===== config.mk =====
export PLATFORM = sky130hd
export DESIGN_NAME = ppu_oam_dma
export DESIGN_NICKNAME = d
export VERILOG_FILES = /design/src/rtl/ppu_pkg.sv /design/src/rtl/ppu_oam_dma.sv
export SDC_FILE = /design/constraint.sdc
export NUM_CORES = 1
export LEC_CHECK = 0
export CAP_MARGIN = 20
export CORE_ASPECT_RATIO = 1.25
export CORE_MARGIN = 8
export CORE_UTILIZATION = 46
export CTS_CLUSTER_SIZE = 28
export DETAILED_ROUTE_END_ITERATION = 8
export GPL_TIMING_DRIVEN = 0
export MAX_ROUTING_LAYER = met4
export PLACE_DENSITY_LB_ADDON = 0.15
export SYNTH_ARGS = -nofsm -noshare
export SYNTH_HDL_FRONTEND = slang
export SYNTH_SLANG_ARGS = --single-unit

===== constraint.sdc =====
create_clock -name i_cpu_clk -period 2.3 [get_ports i_cpu_clk]
set_input_delay 0.345 -clock i_cpu_clk [delete_from_list [all_inputs] [get_ports i_cpu_clk]]
set_output_delay 0.345 -clock i_cpu_clk [all_outputs]
set_load 0.01 [all_outputs]

===== src/rtl/ppu_pkg.sv =====
// Shared PPU definitions: OAM DMA state encoding, register address, OAM size.
// Imported by the PPU CPU-side blocks.
package ppu_pkg;

  typedef enum logic [2:0] {
    S_IDLE  = 3'd0,
    S_HALT  = 3'd1,
    S_ALIGN = 3'd2,
    S_READ  = 3'd3,
    S_WRITE = 3'd4
  } dma_state_e;

  localparam logic [15:0] PPU_OAMDMA_ADDR = 16'h4014;
  localparam int          OAM_SIZE        = 256;
  localparam logic [7:0]  OAM_LAST        = 8'(OAM_SIZE - 1);

endpackage


===== src/rtl/ppu_oam_dma.sv =====
// Sprite DMA: a CPU write to DMA_REG_ADDR copies page {wdata,00..FF} into OAM
// starting at OAMADDR, halting the CPU (513 cycles, 514 when aligning).
// Owns the OAM write port: register-path passthrough in IDLE, DMA otherwise.
// Ports: i_cpu_clk/i_cpu_rstn clock and async active-low reset;
//   i_bus_* CPU bus snoop; o_cpu_halt CPU freeze;
//   o_dma_addr/o_dma_rd/i_dma_rdata DMA read side (data one cycle later);
//   i_oam_base OAMADDR; i_cfg_oam_* register-path write; o_oam_* OAM port.
// Macro PPU_OAM_DMA_ALIGN_EN: insert an ALIGN cycle on odd CPU parity.
module ppu_oam_dma
  import ppu_pkg::*;
#(
  parameter logic [15:0] DMA_REG_ADDR = PPU_OAMDMA_ADDR
) (
  input  logic        i_cpu_clk,
  input  logic        i_cpu_rstn,
  input  logic [15:0] i_bus_addr,
  input  logic        i_bus_wn,
  input  logic [7:0]  i_bus_wdata,
  output logic        o_cpu_halt,
  output logic [15:0] o_dma_addr,
  output logic        o_dma_rd,
  input  logic [7:0]  i_dma_rdata,
  input  logic [7:0]  i_oam_base,
  input  logic [7:0]  i_cfg_oam_addr,
  input  logic        i_cfg_oam_we,
  input  logic [7:0]  i_cfg_oam_wdata,
  output logic [7:0]  o_oam_addr,
  output logic        o_oam_we,
  output logic [7:0]  o_oam_wdata
);

  dma_state_e  state_q, state_d;
  logic [7:0]  page_q, page_d;
  logic [7:0]  base_q, base_d;
  logic [7:0]  idx_q, idx_d;
  logic [7:0]  data_q, data_d;
  logic [15:0] dma_addr_q, dma_addr_d;
  logic        trig;

  assign trig = (i_bus_addr == DMA_REG_ADDR) && !i_bus_wn;

`ifdef PPU_OAM_DMA_ALIGN_EN
  logic par_q;

  always_ff @(posedge i_cpu_clk or negedge i_cpu_rstn) begin
    if (!i_cpu_rstn) par_q <= 1'b0;
    else             par_q <= ~par_q;
  end
`endif

  always_ff @(posedge i_cpu_clk or negedge i_cpu_rstn) begin
    if (!i_cpu_rstn) begin
      state_q    <= S_IDLE;
      page_q     <= '0;
      base_q     <= '0;
      idx_q      <= '0;
      data_q     <= '0;
      dma_addr_q <= '0;
    end else begin
      state_q    <= state_d;
      page_q     <= page_d;
      base_q     <= base_d;
      idx_q      <= idx_d;
      data_q     <= data_d;
      dma_addr_q <= dma_addr_d;
    end
  end

  // Halt is a pure decode of the state register, so it drops with reset.
  assign o_cpu_halt = (state_q != S_IDLE);

  always_comb begin
    state_d     = state_q;
    page_d      = page_q;
    base_d      = base_q;
    idx_d       = idx_q;
    data_d      = data_q;
    dma_addr_d  = dma_addr_q;
    o_dma_rd    = 1'b0;
    o_dma_addr  = dma_addr_q;
    o_oam_addr  = base_q + idx_q;
    o_oam_we    = 1'b0;
    o_oam_wdata = data_q;
    unique case (state_q)
      S_IDLE: begin
        o_oam_addr  = i_cfg_oam_addr;
        o_oam_we    = i_cfg_oam_we;
        o_oam_wdata = i_cfg_oam_wdata;
        if (trig) begin
          page_d  = i_bus_wdata;
          base_d  = i_oam_base;
          idx_d   = '0;
          state_d = S_HALT;
        end
      end
      S_HALT: begin
`ifdef PPU_OAM_DMA_ALIGN_EN
        state_d = par_q ? S_ALIGN : S_READ;
`else
        state_d = S_READ;
`endif
      end
`ifdef PPU_OAM_DMA_ALIGN_EN
      S_ALIGN: state_d = S_READ;
`endif
      S_READ: begin
        o_dma_rd   = 1'b1;
        o_dma_addr = {page_q, idx_q};
        dma_addr_d = {page_q, idx_q};
        state_d    = S_WRITE;
      end
      S_WRITE: begin
        o_oam_we    = 1'b1;
        o_oam_wdata = i_dma_rdata;
        data_d      = i_dma_rdata;
        idx_d       = idx_q + 8'd1;
        state_d     = (idx_q == OAM_LAST) ? S_IDLE : S_READ;
      end
      default: state_d = S_IDLE;
    endcase
  end

endmodule


Yosys cells after proc, flatten, opt, wreduce, memory -nomap -nowiden
Cells that the tools add are included.

Bits in registers: 51. Latch bits: 0. Bits in writable memories: 0. Memory bits (read-only): 0. Input port bits: 60. Output and inout bits: 35. Word-level logic and storage cells: 31. Memories: 0.

Add/sub/neg operators: 2. Multiply operators: 0. Divide/modulo/power cells: 0. $lt $le $gt $ge: 0. Eq/ne operators: 6. Shift-type cells: 0. Mux-type cells: 10. Bitwise operators: 0. Reductions and logical operators: 7.

Operator list (number): case mux 8 bit (2 select lines) (2); == test 16 x 15 -> 1 bit (second input constant) (1); two-way mux 16 bit (1); two-way mux 8 bit (2); case mux 3 bit (4 select lines) (1); adder 8 x 1 -> 8 bit (second input constant) (1); adder 8 bit (1); == test 8 bit (second input constant) (1); AND reduction 2 bit (2); == test 3 x 1 -> 1 bit (second input constant) (1); == test 3 x 2 -> 1 bit (second input constant) (1); == test 3 bit (second input constant) (1); logical NOT 3 bit (1); two-way mux 3 bit (1); nonzero test 3 bit (1); two-way mux 2 bit (1); != test 2 bit (second input constant) (1); case mux 1 bit (2 select lines) (1); nonzero test 2 bit (1); logical AND 1 bit (1); logical NOT 1 bit (1); two-way mux 1 bit (1).

Depth between registers and ports, before layout
Gate-level depths: netlist of the first run.

Depth after elaboration: 4. Mapped depth: 8. Mapped depth without buffers: 7.

Least setup slack after synthesis of the first run
No wires, ideal clock.

Kind: register to output. From: register idx_q[0]. To: output port o_oam_addr[6]. Arrival time: 1.758 ns. Required time: 1.955 ns. Path slack: 0.197 ns. Stages on the path, launching flop included: 8. Path buffers: 0. Path through: dfrtp_1 -> ha_1 -> inv_1 -> fa_1 -> nor2b_1 -> o31a_1 -> or4_1 -> nand3_1.

Longest elaborated chain between the ends: 2.

Ends and longest elaborated chain: start, declared (RTL line ppu_oam_dma.sv:35) `logic [7:0] idx_q, idx_d;`; start signal, assigned (RTL line ppu_oam_dma.sv:63) `idx_q <= idx_d;`; adder 8 bit (RTL line ppu_oam_dma.sv:81) `o_oam_addr = base_q + idx_q;`; two-way mux 8 bit (RTL line ppu_oam_dma.sv:84) `unique case (state_q)`; end, declared (RTL line ppu_oam_dma.sv:27) `output logic [7:0] o_oam_addr,`.

Every way passes these cells.

Worst setup path after layout of the first run
From: register base_q[1]. To: output port o_oam_addr[7].

Longest elaborated chain between the ends: 2.

Ends and longest elaborated chain: start, declared (RTL line ppu_oam_dma.sv:34) `logic [7:0] base_q, base_d;`; start signal, assigned (RTL line ppu_oam_dma.sv:62) `base_q <= base_d;`; adder 8 bit (RTL line ppu_oam_dma.sv:81); two-way mux 8 bit (RTL line ppu_oam_dma.sv:84).

Every way passes these cells.

==> flow_summary_export.csv, run 1 <==
group,metric,value,unit
status,status,"finished with violations",
yosys,syn_nets,362,
floorplan,die_h,103,microns
yosys,syn_area,0.00279,sq mm
layout,layout_commonest_cell,"nand2_1",
power_and_ir_drop,p_clk_share,32.7,%
clock_tree,clkLatencyLatePin,0.30,ns
grt,grt_overflow,0,
detailed_routing,drc,0,
floorplan,core,0.00582,sq mm
detailed_routing,dr.pass1.iters,4,
sta,fin_crit,2.47,ns
detailed_routing,drt_iter0_drc,159,
sta,setup_ws,-0.169,ns
yosys,syn_area_per_cell,9.52,sq um
sta,fin_hold_ws,0.472,ns
power_and_ir_drop,peakVddDrop,0.000416,V
worst_setup_path,start_kind,"register",
clock_tree,clkTransAtPathRegs,0.10,ns
yosys,ys_warn_count,0,
power_and_ir_drop,p_leak,1.88,nW
power_and_ir_drop,comb_power_share,11.5,%
sta,relSlewSlack,56.5,%
sta,tightestPinTransition,0.652,ns
hold_path,hold_path_depth,2,
worst_setup_path,critPathArrivalTime,2.12,ns
worst_setup_path,critical_path_class,"reg -> out",
sta,setup_viol,3,
detailed_routing,ant_nets,0,
yosys,async_flop_share,100,%
grt,grt_max_degree,33,
clock_tree,cts_buffer_depth,2,
floorplan,start_util,47.9,%
floorplan,row_count,31,
placement,gp_congestion,0.844,
yosys,synthCells,293,
worst_setup_path,critPathRequiredTime,1.96,ns
layout,nFillCells,474,
sta,finalMaxSlewViolations,0,
layout,num_antenna_cells,0,
yosys,synth-main-ff-cell,"dfrtp_1",
yosys,synth_fa_ha_area_share,4.31,%
sta,max_freq,0.405,GHz
grt,antenna_found_initial,0,
grt,grt_pass1_wl,12.3,mm
yosys,synth_cell_type_count,49,
clock_tree,cts_tree,"done",
worst_setup_path,worst_setup_path_end_kind,"output pin",
power_and_ir_drop,pwr_density_cell,390,mW/mm^2
layout,syn2layout_area_growth,49.2,%
floorplan,num_io_pins,95,
sta,skew,0.00587,ns
grt,grt_usage,17.8,%
layout,fin_nets,478,
yosys,yosys.area_share.simple,21.8,%
yosys,synth_top_family_by_area,"simple AND/OR/NAND/NOR gates",
floorplan,die_x,85.6,microns
sta,rsz0062_at_grt,"yes",
sta,hold_viol,0,
placement,dpl.hpwl,5.68,mm
clock_tree,clkSinkCount,51,
yosys,synth-xor-area-share,1.57,%
clock_tree,numCtsBuffers,5,
job,maxCapViolations,0,
clock_tree,clock_tree.root_cell,"clkbuf_8",
worst_setup_path,cp_max_fo,3,
detailed_routing,via_count,2552,
status,violations,"negative setup slack",
worst_setup_path,reg2reg_depth,8,
sta,period_share,107,%
yosys,ys_ff_latch,51,
placement,portBuffers,94,
power_and_ir_drop,p_seq_share,55.9,%
detailed_routing,avgViaCountPerCell,5.36,
power_and_ir_drop,finalPower,0.00162,W
yosys,synth_compound_area_share,11.2,%
yosys,synth_mux_area_share,11.3,%
power_and_ir_drop,power.switching,0.000374,W
hold_path,min_path_type,"reg -> reg",
yosys,yosysSeqAreaShare,45.8,%
yosys,synth-edff-count,0,
power_and_ir_drop,internal-power,0.00125,W
power_and_ir_drop,p_sw_share,23.0,%
layout,final_cell_mix,"86 x nand2_1, 68 x clkdlybuf4s50_1, 46 x dfrtp_1, 16 x buf_4, 12 x nor2_1",
detailed_routing,wl_per_cell,16.4,microns
detailed_routing,drt-total-wl,7.81,mm
clock_tree,htree_levels,2,
floorplan,die_area,0.00883,sq mm
layout,drive_above_1_share,22.7,%
grt,grt_pass1_vias,2665,
==> logic make-up after synthesis <==
logic type,after synthesis
buffers and inverters,22
and+or+nand+nor,132
AOI/OAI and AO/OA,48
adders and majority gates,9
muxes,26
DFF,51
xor gates and xnor gates,5
==> worst paths after layout <==
kind | startpoint | end | slack (ns)
max | base_q[1] | o_oam_addr[7] | -0.17
max in group asynchronous | i_cpu_rstn | idx_q[3] | 1.26
min in group asynchronous | i_cpu_rstn | dma_addr_q[9] | 0.51
min | dma_addr_q[15] | dma_addr_q[15] | 0.47
min reg2reg | dma_addr_q[15] | dma_addr_q[15] | 0.47
max reg2reg | state_q[1] | page_q[0] | 0.27
==> worst max-delay path, stage by stage (launching register included) <==
cell       delay (ns)
dfrtp_1          0.44
ha_4             0.28
a211oi_4         0.33
o31ai_4          0.11
a2111oi_2        0.36
a311o_1          0.16
buf_2            0.13
==> Yosys cell counts (all sizes together), types with 2 or more instances <==
cell type | instances | share of area, %
xor2 | 3 | 0.94
a211oi | 5 | 1.3
a21oi | 11 | 2.0
o31ai | 2 | 0.54
nor2 | 13 | 2.0
nor4 | 2 | 0.67
nor4b | 2 | 0.63
inv | 8 | 1.1
o21ai | 12 | 2.2
nor3 | 3 | 0.54
mux2 | 17 | 8.1
nand3 | 4 | 0.72
a21o | 2 | 0.54
ha | 8 | 3.6
o21bai | 2 | 0.54
o21a | 2 | 0.54
xnor2 | 2 | 0.63
or4 | 3 | 0.81
clkbuf | 7 | 0.94
nand4 | 2 | 0.67
dfrtp | 51 | 46
mux2i | 9 | 3.2
o22ai | 2 | 0.45
nor3b | 6 | 1.6
nand2 | 87 | 12
o211ai | 3 | 0.81
nor2b | 3 | 0.67
buf | 7 | 2.0
==> registers in the layout, indices dropped and copies added (netlist names) <==
name	cells
data_q	8
idx_q	8
page_q	8
dma_addr_q	16
state_q	3
base_q	8
==> layer usage <==
| metal | global-route usage [%] | part of all wire [%] | vias to the layer above |
|---|---|---|---|
| met1 | 19.0 | 39 | 1234 |
| met2 | 32.8 | 55 | 70 |
| met4 | 5.81 | 1.5 | 0 |
| li1 | - | - | 1239 |
| met3 | 3.03 | 3.7 | 9 |
| met5 | - | 0 | - |
==> area by class of cell <==
class | instances | area [sq um] | share of cell area (%)
multi-input cells | 220 | 1530 | 36.7
flip-flops and latches | 51 | 1280 | 30.8
repair buffers | 111 | 1030 | 24.7
plain buffers | 12 | 110 | 2.65
well taps | 66 | 82.6 | 1.98
clock buffers | 5 | 68.8 | 1.65
inverters | 8 | 37.5 | 0.902
clock inverters | 3 | 22.5 | 0.541
==> what timing repair did <==
action	in CTS	in global routing
gates cloned	1	0
hold buffers	1	0
buffers inserted	12	2
resized for setup	85	25
endpoints found under the setup margin	34	23
pin swaps	15	10
endpoints found under the hold margin	19	0
==> power by group through the flow <==
stage                     sequential [W]  clock, W  combinational, W
final                           0.000907  0.000530          0.000186
after global routing            0.000908  0.000575          0.000203
after CTS                       0.000907  0.000541          0.000189
after detailed placement        0.000925         0          0.000192
after global placement          0.000925         0          0.000186
after floorplan                 0.000924         0         0.0000348
==> stage by stage <==
stage	std cells	worst slack, ns	setup TNS [ns]	instance area (sq um)	utilization [%]
2_1_floorplan	293	0.197	0	2790	-
3_3_place_gp	453	-0.586	-37.80	3810	65.5
3_5_place_dp	454	-0.438	-8.53	3830	65.8
4_1_cts	475	-0.210	-0.547	4120	70.9
5_1_grt	476	-0.295	-1.32	4160	71.5
6_report	476	-0.169	-0.476	4160	71.5
Power figures use the tool's default switching activity.
==> run 2: changes to the inputs <==
Settings changed: RECOVER_POWER set to 25.
==> run 2 against run 1 <==
Against the previous run:
- the run still ends with negative setup slack left
- setup slack hardly changed
- sequential cell count stayed put
- global-route usage stayed put
- via count is 0.16% higher
- first-iteration DRC count stayed put
- cell area is 0.39% lower
- non-clock buffer count stayed put
- largest cell class unchanged
- clock power hardly changed
- sequential power hardly changed
==> flow_summary_export.csv, run 2 (synthesis gave the netlist of run 1 again) <==
group,metric,value,unit
clock_tree,htree_levels,2,
layout,num_antenna_cells,0,
floorplan,core,0.00582,sq mm
power_and_ir_drop,peakVddDrop,0.000416,V
floorplan,start_util,47.9,%
sta,hold_viol,0,
clock_tree,cts_tree,"done",
floorplan,die_h,103,microns
floorplan,die_x,85.6,microns
sta,setup_ws,-0.169,ns
placement,pre_cts_ws,-0.438,ns
layout,fin_nets,478,
clock_tree,clkSinkCount,51,
layout,drive_above_1_share,22.4,%
status,status,"finished with violations",
clock_tree,numCtsBuffers,5,
grt,grt_pass1_wl,12.3,mm
detailed_routing,drt_iter0_drc,159,
clock_tree,cts_buffer_depth,2,
floorplan,die_area,0.00883,sq mm
layout,syn2layout_area_growth,48.6,%
grt,grt_max_degree,33,
sta,max_freq,0.405,GHz
sta,tightestPinTransition,0.992,ns
detailed_routing,wl_per_cell,16.4,microns
sta,finalMaxSlewViolations,0,
grt,antenna_found_initial,0,
floorplan,row_count,31,
layout,layout_commonest_cell,"nand2_1",
detailed_routing,drc,0,
sta,relSlewSlack,33.9,%
worst_setup_path,start_kind,"register",
power_and_ir_drop,pwr_density_cell,391,mW/mm^2
clock_tree,clock_tree.root_cell,"clkbuf_8",
layout,largest-register,"dma_addr_q",
sta,fin_crit,2.47,ns
grt,grt_usage,17.8,%
clock_tree,clkLatencyLatePin,0.30,ns
layout,final_cell_mix,"86 x nand2_1, 68 x clkdlybuf4s50_1, 46 x dfrtp_1, 16 x buf_4, 12 x nor2_1",
power_and_ir_drop,finalPower,0.00162,W
hold_path,min_path_type,"reg -> reg",
grt,grt_overflow,0,
placement,portBuffers,94,
sta,final.setup.tns,-0.475,ns
detailed_routing,ant_nets,0,
placement,placed_area,0.00383,sq mm
worst_setup_path,worst_setup_path_end_kind,"output pin",
status,violations,"negative setup slack",
sta,skew,0.00587,ns
job,maxCapViolations,0,
sta,rsz0062_at_grt,"yes",
detailed_routing,dr.pass1.iters,4,
sta,period_share,107,%
power_and_ir_drop,p_leak,1.87,nW
grt,grt_pass1_vias,2665,
worst_setup_path,critPathRequiredTime,1.96,ns
worst_setup_path,critical_path_class,"reg -> out",
placement,dpl.hpwl,5.68,mm
detailed_routing,drt-total-wl,7.81,mm
detailed_routing,avgViaCountPerCell,5.37,
floorplan,num_io_pins,95,
clock_tree,clkTransAtPathRegs,0.10,ns
layout,final_area,0.00414,sq mm
worst_setup_path,critPathArrivalTime,2.12,ns
worst_setup_path,cp_max_fo,3,
placement,gp_congestion,0.844,
detailed_routing,via_count,2556,
sta,setup_viol,3,
layout,largest_reg_flops,16,
==> run 2: cell count changes in the layout (fill, tap and decap cells not counted) <==
| cell | delta |
|---|---|
| clkbuf_1 | +1 |
| buf_12 | -1 |
==> run 2: path summary, 6_finish.rpt <==
check / from / slack, ns / endpoint / depth (start not counted)
max in group asynchronous: i_cpu_rstn / 0.28 / state_q[0] / 3
min: dma_addr_q[15] / 0.47 / dma_addr_q[15] / 2
min reg2reg: dma_addr_q[15] / 0.47 / dma_addr_q[15] / 2
min in group asynchronous: i_cpu_rstn / 0.72 / dma_addr_q[9] / 2
max: base_q[1] / -0.17 / o_oam_addr[7] / 6
max reg2reg: state_q[1] / 0.27 / page_q[0] / 8
==> run 2: layer usage <==
metal  vias to the layer above  GRT usage, %  share of wire, %
met5                         -             -                 0
met1                      1237          19.0                39
met3                        10          3.03               3.7
met2                        70          32.8                55
met4                         0          5.81               1.5
li1                       1239             -                 -
==> run 2: cell type report <==
type                       count  area, sq um
buffer                        12          110
tap                           66         82.6
clock inverter                 3         22.5
sequential                    51         1280
fill                         476         1670
inverter                       8         37.5
multi-input combinational    220         1530
timing repair buffer         111         1010
clock buffer                   5         68.8
==> run 2: power breakdown <==
part / internal, W / total [W] / leakage (nW) / switching (W)
Clock: 0.000221 / 0.000530 / 0.0489 / 0.000310
Combinational: 0.000123 / 0.000183 / 1.18 / 0.0000600
Sequential: 0.000903 / 0.000907 / 0.644 / 0.00000414
==> run 2: worst max-delay path, cell delays in order, from the launching register on <==
cell       delay (ns)
dfrtp_1          0.44
ha_4             0.28
a211oi_4         0.33
o31ai_4          0.11
a2111oi_2        0.36
a311o_1          0.16
buf_2            0.13
==> run 2: timing repair <==
item                       in CTS  in global routing
setup endpoints to repair      34                 23
gates resized for setup        85                 25
hold endpoints to repair       19                  0
hold buffers                    1                  0
pin swaps                      15                 10
setup buffers                  12                  2
gates cloned                    1                  0
==> run 2: metrics by stage <==
stage          hold slack, ns  std cells  util [%]
4_1_cts                 0.476        475      70.9
2_1_floorplan          0.0494        293         -
6_report                0.472        476      71.2
5_1_grt                 0.495        476      71.2
3_3_place_gp            0.453        453      65.5
3_5_place_dp            0.316        454      65.8
